<file path="config.mk">
export PLATFORM = sky130hd
export DESIGN_NAME = riscv_v_skid_stage
export DESIGN_NICKNAME = d
export VERILOG_FILES = /design/src/rtl/riscv_v_skid_stage.sv
export SDC_FILE = /design/constraint.sdc
export NUM_CORES = 1
export LEC_CHECK = 0
export CELL_PAD_IN_SITES_DETAIL_PLACEMENT = 1
export CELL_PAD_IN_SITES_GLOBAL_PLACEMENT = 1
export CORE_ASPECT_RATIO = 0.5
export CORE_MARGIN = 2
export CORE_UTILIZATION = 45
export CTS_BUF_LIST = sky130_fd_sc_hd__clkbuf_8
export CTS_CLUSTER_DIAMETER = 120
export DETAILED_ROUTE_END_ITERATION = 7
export GPL_TIMING_DRIVEN = 1
export PLACE_DENSITY = 0.94
export SLEW_MARGIN = 20
export SYNTH_ARGS = -nofsm -noshare
export SYNTH_HDL_FRONTEND = slang
export SYNTH_SLANG_ARGS = --single-unit
</file>
<file path="constraint.sdc">
create_clock -name clk -period 6.4 [get_ports clk]
set_clock_uncertainty 0.1 [all_clocks]
set_input_delay 1.6 -clock clk [delete_from_list [all_inputs] [get_ports clk]]
set_output_delay 1.6 -clock clk [all_outputs]
set_load 0.005 [all_outputs]
</file>
<file path="src/rtl/riscv_v_skid_stage.sv">
// Two-entry skid buffer: registered valid/ready break with in_ready
// driven from state only, plus a saturating stall counter.
module riscv_v_skid_stage #(
  parameter int DATA_WIDTH = 32,
  parameter int CNT_WIDTH  = 16
) (
  input  logic                  clk,
  input  logic                  rst,
  input  logic                  flush,
  input  logic                  in_valid,
  output logic                  in_ready,
  input  logic [DATA_WIDTH-1:0] in_data,
  output logic                  out_valid,
  input  logic                  out_ready,
  output logic [DATA_WIDTH-1:0] out_data,
  output logic [1:0]            occupancy,
  output logic [CNT_WIDTH-1:0]  stall_cnt
);

  typedef enum logic [1:0] {
    EMPTY = 2'd0,
    BUSY  = 2'd1,
    FULL  = 2'd2
  } state_t;

  state_t                state_q, state_d;
  logic [DATA_WIDTH-1:0] main_q, main_d;
  logic [DATA_WIDTH-1:0] skid_q, skid_d;
  logic [CNT_WIDTH-1:0]  stall_q, stall_d;
  logic                  in_fire;
  logic                  out_fire;

  assign in_ready  = (state_q != FULL);
  assign out_valid = (state_q != EMPTY);
  assign out_data  = main_q;
  assign stall_cnt = stall_q;
  assign in_fire   = in_valid & in_ready;
  assign out_fire  = out_valid & out_ready;

  // Occupancy mirrors the number of valid registers.
  always_comb begin
    occupancy = 2'd0;
    unique case (state_q)
      BUSY:    occupancy = 2'd1;
      FULL:    occupancy = 2'd2;
      default: occupancy = 2'd0;
    endcase
  end

  // Next state and data-register loads; flush wins over any fire.
  always_comb begin
    state_d = state_q;
    main_d  = main_q;
    skid_d  = skid_q;
    unique case (state_q)
      EMPTY: begin
        if (in_fire) begin
          main_d  = in_data;
          state_d = BUSY;
        end
      end
      BUSY: begin
        if (in_fire && out_fire) begin
          main_d = in_data;
        end else if (in_fire) begin
          skid_d  = in_data;
          state_d = FULL;
        end else if (out_fire) begin
          state_d = EMPTY;
        end
      end
      FULL: begin
        if (out_fire) begin
          main_d  = skid_q;
          state_d = BUSY;
        end
      end
      default: state_d = EMPTY;
    endcase
    if (flush) begin
      state_d = EMPTY;
      main_d  = main_q;
      skid_d  = skid_q;
    end
  end

  // Stall counter saturates and ignores flush.
  always_comb begin
    stall_d = stall_q;
    if (out_valid && !out_ready && (stall_q != {CNT_WIDTH{1'b1}})) begin
      stall_d = stall_q + CNT_WIDTH'(1);
    end
  end

  // State and data registers with asynchronous reset.
  always_ff @(posedge clk or posedge rst) begin
    if (rst) begin
      state_q <= EMPTY;
      main_q  <= '0;
      skid_q  <= '0;
      stall_q <= '0;
    end else begin
      state_q <= state_d;
      main_q  <= main_d;
      skid_q  <= skid_d;
      stall_q <= stall_d;
    end
  end

endmodule

</file>
==> metrics.md <==
| Metric | Value |
|---|---|
| Setup CP Type | reg -> out |
| Total Power | 1.44 mW |
| Reg clk slew, reported paths | 0.09 ns |
| Top cells by area, synth | dfrtp_1 54%, mux2_2 28%, xor2_1 2.8% |
| Diode count | 0 |
| CTS resizes | 0 |
| Avg Vias per Cell | 5.27 |
| VDD IR max | 0.155 mV |
| Slew @ Worst Pin | 0.898 ns |
| Vias | 2480 |
| Crit path DAT | 2.26 ns |
| Number of remaining DRC errors | 0 |
| Vias in the first global route | 2888 |
| Fin. max-slew vios | 0 |
| Synth Instances | 263 |
| CP Launch Type | flop |
| Tot GR Track Use | 21.7% |
| Largest buffer count on any clock path | 2 |
| Die area | 9170 um2 |
| Worst-Skew Late Latency | 0.36 ns |
| Cell Chain, Critical Path | nand2_2 -> clkdlybuf4s50_1 |
| Wire per inst | 19.5 um |
| Layout Cells excl Fill | 471 |
| Average cell area after synthesis | 14.3 um2 |
| Seq cells post-synth | 82 |
| Worst Path Buf+Inv | 1 |
| # hold bufs at CTS | 0 |
| Crit path max-delay family | simple AND/OR/NAND/NOR gates |
| Share of flip-flops with an asynchronous set or reset | 100% |
| Syn_nets | 301 |
| Core area | 8060 um2 |
| Chip height | 68.7 um |
| Commonest cells after routing, fill and taps aside | 95 x mux2_2, 88 x clkdlybuf4s50_1, 82 x dfrtp_1, 12 x xor2_1, 10 x clkbuf_8 |
| Die width | 133 um |
| Starting Density | 46.8% |
| GRT Residual Overflow | 0 |
| Port Buffers | 88 |
| Critical path's slowest cell | nand2_2 |
| Initial antenna violation count | 0 |
| TritonCTS clock tree | built |
| Ports | 89 |
| CP endpoint kind | output port |
| Iteration-0 DRC count of the detailed router | 72 |
| Clk sink count | 82 |
| Most common cell after layout, fill and taps aside | mux2_2 |
| Area fraction of the dominant cell type after synthesis | 54.4% |
| Number of H-tree levels | 3 |
| Crit-path max cell delay | 0.71 ns |
| Largest net degree at the start of global routing | 55 |
| Cell variety after synth | 38 |
| Hold Crit Class | reg -> reg |
| Placer Congestion | 0.805 |
| First-pass GRT wire length | 15000 um |
| Final Critical Period | 3.96 ns |
| Cell accounting for the most synthesized area | dfrtp_1 |
| Post-route design area | 4920 um2 |
| Dpl cell area | 4710 um2 |
| NumNets Final | 392 |
| Max Clk Rate | 0.253 GHz |
| Unrepaired setup endpoints after global routing | no |
| Status | complete, no violations |
| Dpl cells | 454 |
| Area grow syn2layout | 30.6% |
| Setup TNS | 0 ns |
| Antenna Nets Post-Route | 0 |
| Share of cells above drive strength 1 | 35.4% |
| Max-cap viol count | 0 |
| Period utilization | 61.8% |
| Slew HR | 40.0% |
| Final wirelength | 9190 um |
| Root buf cell | clkbuf_8 |
| Seq/Total Area, Yosys | 54.4% |
| Final Hold Viols | 0 |
| Buffers inserted by post-CTS timing repair | 0 |
| Filler cell count | 807 |
| Most used DFF post-synth | dfrtp_1 |
| Row count | 23 |
| Synthesized cell area | 3770 um2 |
| Synth warnings | 0 |
| Number of synthesized flops with an enable pin | 0 |
| Post-DP HPWL | 6460 um |
| Pwr Density | 293 nW/um2 |
| Pre-antenna DRT Iters | 4 |
| CP max FO | 35 |
| Worst Path Required | 4.70 ns |
| Final-report setup violation count | 0 |
| Pleak | 2.11 nW |
| Num CTS Buffers | 9 |
layout make-up:
cell class	instances	area [um2]	share of cell area [%]
clock buffer	10	138	2.80
clock inverter	6	47.5	0.966
inverter	4	16.3	0.330
multi-input combinational	167	1610	32.8
sequential	82	2050	41.7
tap	112	140	2.85
timing repair buffer	90	916	18.6
stage by stage:
| stage | hold WS (ns) | util [%] | setup WS [ns] |
|---|---|---|---|
| global route | 0.427 | 61.1 | 2.35 |
| global placement | 0.373 | 58.5 | 2.44 |
| finish | 0.410 | 61.1 | 2.44 |
| detailed placement | 0.391 | 58.5 | 2.34 |
| CTS | 0.412 | 60.8 | 2.44 |
| floorplan | 0.360 | - | 2.59 |
power breakdown:
part / internal (mW) / leakage [nW] / switching [mW]
sequential: 0.638 / 1.01 / 0.0924
combinational: 0.233 / 1.01 / 0.118
clock: 0.156 / 0.0937 / 0.204
flip-flops by register name, indices dropped and copies added, names as in the netlist:
| signal | cells |
|---|---|
| out_data | 32 |
| skid_q | 32 |
| state_q | 2 |
| stall_cnt | 16 |
logic make-up after synthesis:
family	after synthesis	share of synthesized area (%)
DFF	82	54.4
xor gates and xnor gates	13	3.02
AOI/OAI and AO/OA	13	2.85
muxes	97	29.0
adders and majority gates	1	0.332
and+or+nand+nor	43	7.63
buffers and inverters	14	2.79
synth_stat cells, types with 2 or more instances:
| library cell | number |
|---|---|
| nand4_1 | 2 |
| buf_2 | 3 |
| nand3_1 | 5 |
| mux2_1 | 2 |
| nor4b_1 | 2 |
| a21boi_0 | 2 |
| inv_1 | 3 |
| nand2_2 | 2 |
| mux2_2 | 95 |
| nand3_2 | 2 |
| buf_6 | 6 |
| nor2_1 | 5 |
| a21oi_1 | 3 |
| and3_1 | 2 |
| a311oi_1 | 2 |
| nand2_1 | 5 |
| nor3_1 | 4 |
| dfrtp_1 | 82 |
| nor2b_1 | 2 |
| nor4_1 | 5 |
| xor2_1 | 12 |
final timing paths:
| kind | from | depth (start not counted) | to | slack [ns] |
|---|---|---|---|---|
| worst max-delay path | state_q[1]$_DFFE_PP0P_ | 2 | in_ready | 2.44 |
| worst min register to register | skid_q[28]$_DFFE_PP0P_ | 1 | skid_q[28]$_DFFE_PP0P_ | 0.41 |
| worst min-delay path | skid_q[28]$_DFFE_PP0P_ | 1 | skid_q[28]$_DFFE_PP0P_ | 0.41 |
| min in group asynchronous | rst | 2 | out_data[16]$_DFFE_PP0P_ | 1.50 |
| worst max register to register | state_q[1]$_DFFE_PP0P_ | 3 | skid_q[24]$_DFFE_PP0P_ | 4.17 |
| max in group asynchronous | rst | 3 | out_data[17]$_DFFE_PP0P_ | 3.64 |
per-layer routing:
metal  share of wire [%]  routed length [um]  GRT usage [%]
met3                 2.7                 252           5.26
met5                   0                   0              0
met1                  39                3610           23.0
met4                 1.8                 166           7.85
met2                  56                5160           43.8
(Power assumes the default switching activity.)
